<file path="src/rtl/vga_cam_pkg.sv">
// ============================================================================
// Module   : vga_cam_pkg
// Brief    : Shared frame geometry, capture state encoding and pixel type.
// Revision : 1.0
// ============================================================================
`default_nettype none

package vga_cam_pkg;

    localparam int H_PIX_DEF   = 320;
    localparam int V_LINES_DEF = 240;
    localparam int FB_ADDR_W   = 17;

    typedef enum logic [1:0] {
        IDLE = 2'd0,
        SYNC = 2'd1,
        CAPT = 2'd2
    } cam_state_e;

    typedef logic [15:0] rgb565_t;

endpackage

`default_nettype wire

</file>
<file path="src/rtl/cam_edge_detect.sv">
// ============================================================================
// Module   : cam_edge_detect
// Brief    : Registers one camera control input and flags its edges.
// Revision : 1.0
// ============================================================================
`default_nettype none

module cam_edge_detect (
    input  logic clk,
    input  logic reset,
    input  logic i_d,
    output logic o_q,
    output logic o_rise,
    output logic o_fall
);

    logic r_q;
    logic r_prev;

    always_ff @(posedge clk) begin
        if (reset) begin
            r_q    <= 1'b0;
            r_prev <= 1'b0;
        end else begin
            r_q    <= i_d;
            r_prev <= r_q;
        end
    end

    assign o_q    = r_q;
    assign o_rise = r_q & ~r_prev;
    assign o_fall = ~r_q & r_prev;

endmodule

`default_nettype wire

</file>
<file path="src/rtl/ov7670_frame_writer.sv">
// ============================================================================
// Module   : ov7670_frame_writer
// Brief    : Pairs OV7670 RGB565 bytes into pixels and writes the frame buffer.
// Revision : 1.0
// ============================================================================
`default_nettype none

module ov7670_frame_writer
    import vga_cam_pkg::*;
#(
    parameter int H_PIX   = H_PIX_DEF,
    parameter int V_LINES = V_LINES_DEF,
    parameter int ADDR_W  = FB_ADDR_W
) (
    input  logic              clk,
    input  logic              reset,
    input  logic              capture_en,
    input  logic              cam_vsync,
    input  logic              cam_href,
    input  logic [7:0]        cam_data,
    output logic              we,
    output logic [ADDR_W-1:0] w_addr,
    output rgb565_t           w_data,
    output logic              busy,
    output logic              frame_done,
    output logic              overflow
);

    localparam int XW = $clog2(H_PIX + 1);
    localparam int YW = $clog2(V_LINES + 1);
    localparam logic [XW-1:0]     C_X_MAX     = XW'(H_PIX);
    localparam logic [YW-1:0]     C_Y_MAX     = YW'(V_LINES);
    localparam logic [ADDR_W-1:0] C_LINE_STEP = ADDR_W'(H_PIX);

    generate
        if ((2 ** ADDR_W) < (H_PIX * V_LINES)) begin : g_addr_w_check
            $error("ADDR_W too small for H_PIX*V_LINES");
        end
    endgenerate

    logic w_vs_q, w_vs_rise, w_vs_fall;
    logic w_href_q, w_href_rise, w_href_fall;
    logic w_unused;

    cam_edge_detect u_vsync_edge (
        .clk    (clk),
        .reset  (reset),
        .i_d    (cam_vsync),
        .o_q    (w_vs_q),
        .o_rise (w_vs_rise),
        .o_fall (w_vs_fall)
    );

    cam_edge_detect u_href_edge (
        .clk    (clk),
        .reset  (reset),
        .i_d    (cam_href),
        .o_q    (w_href_q),
        .o_rise (w_href_rise),
        .o_fall (w_href_fall)
    );

    assign w_unused = ^{w_vs_q, w_href_rise};

    cam_state_e        r_state;
    logic [7:0]        r_data_q;
    logic [7:0]        r_hi_byte;
    logic              r_byte_phase;
    logic [XW-1:0]     r_x;
    logic [YW-1:0]     r_y;
    logic [ADDR_W-1:0] r_line_base;

    always_ff @(posedge clk) begin
        if (reset) begin
            r_state      <= IDLE;
            r_data_q     <= '0;
            r_hi_byte    <= '0;
            r_byte_phase <= 1'b0;
            r_x          <= '0;
            r_y          <= '0;
            r_line_base  <= '0;
            we           <= 1'b0;
            w_addr       <= '0;
            w_data       <= '0;
            busy         <= 1'b0;
            frame_done   <= 1'b0;
            overflow     <= 1'b0;
        end else begin
            r_data_q   <= cam_data;
            we         <= 1'b0;
            frame_done <= 1'b0;
            case (r_state)
                IDLE: begin
                    if (capture_en) r_state <= SYNC;
                end
                SYNC: begin
                    if (!capture_en) begin
                        r_state <= IDLE;
                    end else if (w_vs_fall) begin
                        r_state      <= CAPT;
                        busy         <= 1'b1;
                        r_x          <= '0;
                        r_y          <= '0;
                        r_line_base  <= '0;
                        r_byte_phase <= 1'b0;
                        overflow     <= 1'b0;
                    end
                end
                CAPT: begin
                    // A vsync rise ends the frame at once; only an already-paired pixel still lands.
                    if (w_vs_rise) begin
                        r_state    <= capture_en ? SYNC : IDLE;
                        busy       <= 1'b0;
                        frame_done <= 1'b1;
                    end else if (w_href_q) begin
                        r_byte_phase <= ~r_byte_phase;
                        if (!r_byte_phase) begin
                            r_hi_byte <= r_data_q;
                        end else begin
                            if ((r_x < C_X_MAX) && (r_y < C_Y_MAX)) begin
                                we     <= 1'b1;
                                w_addr <= r_line_base + ADDR_W'(r_x);
                                w_data <= {r_hi_byte, r_data_q};
                            end else begin
                                overflow <= 1'b1;
                            end
                            if (r_x < C_X_MAX) r_x <= r_x + XW'(1);
                        end
                    end
                    // Line end also drops any dangling odd byte via the phase reset.
                    if (w_href_fall) begin
                        r_x          <= '0;
                        r_byte_phase <= 1'b0;
                        if (r_y < C_Y_MAX) begin
                            r_y         <= r_y + YW'(1);
                            r_line_base <= r_line_base + C_LINE_STEP;
                        end
                    end
                end
                default: r_state <= IDLE;
            endcase
        end
    end

endmodule

`default_nettype wire

</file>
<file path="config.mk">
export PLATFORM = sky130hd
export DESIGN_NAME = ov7670_frame_writer
export DESIGN_NICKNAME = d
export VERILOG_FILES = /design/src/rtl/vga_cam_pkg.sv /design/src/rtl/cam_edge_detect.sv /design/src/rtl/ov7670_frame_writer.sv
export SDC_FILE = /design/constraint.sdc
export NUM_CORES = 1
export LEC_CHECK = 0
export CAP_MARGIN = 25
export CORE_ASPECT_RATIO = 1.75
export CORE_UTILIZATION = 49
export DETAILED_ROUTE_END_ITERATION = 12
export HOLD_SLACK_MARGIN = 0.02
export PLACE_DENSITY = 0.84
export SETUP_SLACK_MARGIN = 0.3
export SLEW_MARGIN = 0
export SYNTH_ARGS = -nofsm -noshare
export SYNTH_HDL_FRONTEND = slang
export SYNTH_SLANG_ARGS = --single-unit
</file>
<file path="constraint.sdc">
create_clock -name clk -period 1.7 [get_ports clk]
set_input_delay 0.34 -clock clk [delete_from_list [all_inputs] [get_ports clk]]
set_output_delay 0.34 -clock clk [all_outputs]
set_load 0.005 [all_outputs]
</file>
### Word level (Yosys, flattened, before mapping)

Index checks and enable logic that the tools add are counted.

| storage, ports and cells | value |
|---|---|
| memories | 0 |
| bits in latches | 0 |
| word-level logic and storage cells | 103 |
| input bits | 13 |
| bits in writable memories | 0 |
| bits in registers | 94 |
| ROM bits | 0 |

| cells by class | value |
|---|---|
| add/subtract/negate cells | 4 |
| bitwise logic cells | 9 |
| reduce and logical (&&, ||, !) cells | 13 |
| multipliers | 0 |
| magnitude comparators | 2 |
| shift operators | 0 |
| div/mod/pow operators | 0 |
| equal/unequal tests | 17 |
| muxes and demuxes | 41 |

Operators with widths:

| operator | number |
|---|---|
| $mux 17 | 4 |
| $mux 9 | 7 |
| $pmux 17 s2 | 1 |
| $mux 8 | 4 |
| $pmux 9 s2 | 1 |
| $add 17x9->17 | 1 |
| $add 17x9->17 const B | 1 |
| $pmux 8 s2 | 1 |
| $mux 1 | 15 |
| $reduce_and 5->1 | 3 |
| $reduce_and 7->1 | 2 |
| $ne 2x2->1 const B | 6 |
| $ne 3x2->1 const B | 4 |
| $add 9x1->9 const B | 1 |
| $lt 9x9->1 const B | 1 |
| $add 8x1->8 const B | 1 |
| $lt 8x8->1 const B | 1 |
| $mux 2 | 4 |
| $ne 2x1->1 const B | 4 |
| $reduce_and 4->1 | 2 |
| $not 1->1 | 6 |
| $pmux 1 s2 | 3 |
| $pmux 2 s3 | 1 |
| $reduce_or 5->1 | 1 |
| other kinds (9) | 11 |

### Longest topological paths before layout

Gate-level depths: netlist (run 1).

| depth | value |
|---|---|
| depth after elaboration | 7 |
| gate-level depth with buffers | 7 |
| mapped depth without buffers | 5 |

### Cells and area by module

From an unflattened synthesis (run 1), not the netlist that was laid out.

| unflattened totals | value |
|---|---|
| cells, all modules | 419 |
| area total of the unflattened synthesis | 3589.7 um^2 |

Modules (own cells, without submodules):

| module | cells each | area each (um^2) | times used | seq. area each (um^2) |
|---|---|---|---|---|
| ov7670_frame_writer | 407 | 3459.6 | 1 | 1681.6 |
| cam_edge_detect | 6 | 65.1 | 2 | 40.0 |

### Worst setup path after synthesis (run 1)

No wires, ideal clock.

| timing path | value |
|---|---|
| path type | register to register |
| start point | reg r_x[7] |
| end point | reg w_addr[12] |
| buffers on the path | 0 |
| slack | 43 ps |
| stages on the path, launching flop included | 6 |
| clock period less this slack | 1657 ps |
| data arrival time | 1571 ps |
| path through | dfxtp_1 > ha_1 > a211oi_1 > or4_1 > xor2_1 > a211oi_1 |

| on the way | value |
|---|---|
| longest elaborated chain between the ends | 3 |
| elaborated cells between the ends (all ways) | 4 |
| classes of those cells | add/sub: 1; order compare: 1; reduce/logical: 2 |

Ends and longest elaborated chain:

| element | RTL line | RTL |
|---|---|---|
| start, declared | ov7670_frame_writer.sv:69 | `logic [XW-1:0] r_x;` |
| start signal, assigned | ov7670_frame_writer.sv:127 | `if (r_x < C_X_MAX) r_x <= r_x + XW'(1);` |
| $lt 9x9->1 | ov7670_frame_writer.sv:120 | `if ((r_x < C_X_MAX) && (r_y < C_Y_MAX)) begin` |
| $logic_and 1x1->1 | ov7670_frame_writer.sv:120 |  |
| $reduce_and 5->1 (no line) | - |  |
| end signal, assigned | ov7670_frame_writer.sv:122 | `w_addr <= r_line_base + ADDR_W'(r_x);` |
| end, declared | ov7670_frame_writer.sv:22 | `output logic [ADDR_W-1:0] w_addr,` |

Parallel ways exist; a longest one is shown, timed or not.
A chain may end at the register's enable or synchronous reset.

### Worst setup path in the final report (run 1)

| timing path | value |
|---|---|
| start point | reg r_x[7] |
| end point | reg w_addr[16] |

Same word-level chain as after synthesis.

==> results of run 1 <==
[cells by family after synthesis]
kind of cell / share of synthesized area, %
adder cells (fa/ha/maj): 1.995
AO/OA/AOI/OAI: 19.71
AND/OR/NAND/NOR: 21.48
XOR/XNOR: 1.397
buffers and inverters: 4.089
flip-flops: 46.81
multiplexers: 4.521
[power by group through the flow]
| stage | clock, mW | combinational [mW] | sequential (mW) |
|---|---|---|---|
| after floorplan | 0 | 0.0635 | 2.13 |
| after global placement | 0 | 0.124 | 2.14 |
| after detailed placement | 0 | 0.128 | 2.14 |
| after CTS | 2.09 | 0.146 | 2.09 |
| after global routing | 2.20 | 0.194 | 2.09 |
| final | 2.11 | 0.186 | 2.09 |
[state kept, by name (all words and copies together) (netlist names)]
| signal | count |
|---|---|
| r_y | 8 |
| r_state | 2 |
| overflow | 1 |
| r_hi_byte | 8 |
| w_data | 16 |
| u_href_edge.o_q | 1 |
| u_href_edge.r_prev | 1 |
| frame_done | 1 |
| r_byte_phase | 1 |
| r_data_q | 8 |
| r_line_base | 11 |
| r_x | 9 |
| we | 1 |
| w_addr | 17 |
| busy | 1 |
| u_vsync_edge.r_prev | 1 |
| u_vsync_edge.o_q | 1 |
[metal layers]
layer | up-vias | global-route usage [%] | wire length [microns]
met2 | 400 | 55.51 | 8267
li1 | 1750 | - | -
met4 | 0 | 19.40 | 1236
met3 | 125 | 8.527 | 1569
met5 | - | 0 | 0
met1 | 2063 | 32.82 | 5625
[placed cells by master (no fill, tap or decap), types with 3 or more instances in the layout]
cell type,netlist,final
clkbuf_16,0,14
nor2_2,0,3
buf_6,0,28
and3_1,4,4
dfxtp_1,88,69
buf_8,0,3
nand3_2,0,9
nand2_1,20,16
buf_4,1,26
inv_1,9,8
dfxtp_4,0,7
and2_1,4,3
nand4_1,4,4
nand3_1,38,13
a21oi_2,1,31
nor2_1,17,15
dfxtp_2,0,12
clkinvlp_4,0,3
a211oi_2,1,3
o21ai_1,33,22
nor2b_1,13,12
dlygate4sd2_1,0,36
xor2_1,3,3
a211oi_1,9,3
xnor2_1,3,3
a211oi_4,0,4
or3_1,16,11
mux2i_1,17,15
clkdlybuf4s50_1,0,11
a21oi_1,57,21
o21ai_2,0,13
buf_12,0,6
or3_4,0,5
a21oi_4,0,6
nand2b_1,7,7
nand3_4,1,17
nor3_4,0,3
[metrics by stage]
| stage | worst slack (ns) | std cells | power [mW] | instance area (sq um) | hold WS (ns) |
|---|---|---|---|---|---|
| 2_1_floorplan | 0.09241 | 424 | 2.197 | 3837 | 0.4403 |
| 3_3_place_gp | -0.2840 | 562 | 2.263 | 4577 | 0.4520 |
| 6_report | -0.1706 | 620 | 4.386 | 6231 | 0.4110 |
| 5_1_grt | -0.1443 | 620 | 4.484 | 6231 | 0.4139 |
| 3_5_place_dp | -0.3278 | 562 | 2.267 | 4577 | 0.4585 |
| 4_1_cts | 0.04711 | 600 | 4.327 | 5374 | 0.4027 |
[final timing paths]
| check | startpoint | end | slack [ns] | depth (start not counted) |
|---|---|---|---|---|
| worst min register to register | w_data[13]$_SDFFE_PP0P_ | w_data[13]$_SDFFE_PP0P_ | 0.47 | 2 |
| worst max register to register | r_x[7]$_SDFFE_PP0P_ | w_addr[16]$_SDFFE_PP0P_ | -0.17 | 6 |
| worst min-delay path | capture_en | r_state[0]$_SDFFE_PP0P_ | 0.41 | 2 |
| worst max-delay path | r_x[7]$_SDFFE_PP0P_ | w_addr[16]$_SDFFE_PP0P_ | -0.17 | 6 |
[final cells by class]
class                           instances  area (sq um)
Timing Repair Buffer                  120          1334
Clock buffer                           11         252.7
Fill cell                             283          1105
Tap cell                               86         107.6
Sequential cell                        88          1803
Clock inverter                          5         62.56
Multi-Input combinational cell        301          2634
Inverter                                9         37.54
[worst reg2reg max path: stages, from the launching register on]
cell      delay, ns
dfxtp_4        0.37
buf_6          0.14
o21ai_4        0.20
and2_4         0.21
buf_16         0.28
a21oi_1        0.23
a311oi_2       0.34
[timing repair]
action | CTS | global route
resized for setup | 112 | 139
setup endpoints to repair | 109 | 75
gates cloned | 6 | 5
pin swaps | 33 | 59
setup buffers | 16 | 15
hold buffers | 0 | 0
==> impl_metrics.ini, run 1 <==
[global_route]
grtUsageTotal_pct = 32.28
grt_pass1_vias = 3812
antenna_found_initial = 0
grt_overflow = 0
grt_pass1_wl_mm = 19.22
grt_start_max_net_pins = 48

[placement]
dp_hpwl_mm = 6.326
place.gp.congestion = 0.7919
io_buffers = 49

[routing]
viasPerCell = 6.997
ant_nets = 0
drt_pass1_iterations = 5
drc = 0
vias = 4338
wl_per_cell_microns = 26.94
drt_iter0_drc = 539
wl_mm = 16.70

[synth]
synthFlopType = dfxtp_1
synth-seq-cells = 88
synthCells = 424
synth_top_area_share_pct = 46.81
synth.cell_area_sq_um = 3764
synth_edf_count = 0
synth_cell_types = 55
synth_area_leaders = dfxtp_1, a21oi_1, nand3_1, mux2i_1, o21ai_1
ys_async_sr_fraction_pct = 0
synth_nets = 443
yosysSeqAreaShare_pct = 46.81
avgSynthCellArea_sq_um = 8.876
synthTopCellsByCount = dfxtp_1, a21oi_1, nand3_1
yosysMostFrequentCell = dfxtp_1
yosysTopAreaCell = dfxtp_1
synth_warnings = 0

[pwr]
clkPwrFrac_pct = 48.1
p_seq_share_pct = 47.7
p_comb_share_pct = 4.2
leakagePower_nw = 2.267
switching_share_pct = 22.81
internal_power_mw = 3.386
peakVddDrop_uv = 1010
power_density_nw_per_um2 = 704.0
p_sw_mw = 1.000

[sta]
timing.final.crit_share_pct = 110.0
tightest_slew_ns = 0.4467
setup_ws_ns = -0.1706
fin_crit_ns = 1.871
setup_violations = 15
fmax_mhz = 534.6
skew_ns = 0.008295
tns_ns = -0.5910
final-hold-violation-count = 0
rsz0062_at_grt = yes
slew_violations = 0
slew_headroom_pct = 69.96

[floorplanning]
die_y_microns = 117.9
core_area_sq_um = 7336
die_w_microns = 68.25
start_util_pct = 51.30
num_rows = 41
io_pins = 50
dieArea_sq_um = 8049

[setup_path]
cp_cell_sequence = buf_6, o21ai_4, and2_4, buf_16, a21oi_1, a311oi_2
cp_slowest_stage_delay_ns = 0.37
crit_buf_inv = 2
required_ns = 1.94
crit_fanout = 32
arrival_ns = 2.11
cp_top_family = compound AO/OA/AOI/OAI gates
cp_slowest_cell = dfxtp_4
crit_path_end_kind = flop
path_class = flop to flop
cp-start-kind = flop

[clock_network]
cts-root-buf = clkbuf_16
cts_buffer_depth = 2
cts_buffers = 9
clk_pin_slew_worst_paths_ns = 0.06
clock_latency_ns = 0.35
cts_tree = yes
cts_max_level = 3
cts.sinks = 88

[cells_and_area]
drive_gt1_share_pct = 43.63
final_util_pct = 84.94
final_nets = 548
areaGrowthSynthToFinish_pct = 65.56
antenna_cells = 0

[run_status]
violations = setup timing
outcome = finished, violations left

[min_path]
hp-class = primary input to flop

[flow_run]
maxCapViolCount = 0
(Power assumes the default switching activity.)
==> inputs of run 2 (changes only) <==
--- a/config.mk
+++ b/config.mk
@@ -9,7 +9,6 @@
 export CORE_ASPECT_RATIO = 1.75
 export CORE_UTILIZATION = 49
 export DETAILED_ROUTE_END_ITERATION = 12
-export HOLD_SLACK_MARGIN = 0.02
 export PLACE_DENSITY = 0.84
 export SETUP_SLACK_MARGIN = 0.3
 export SLEW_MARGIN = 0
==> results of run 2 <==
Same layout as run 1: the final DEF is identical, and so are final timing and power.
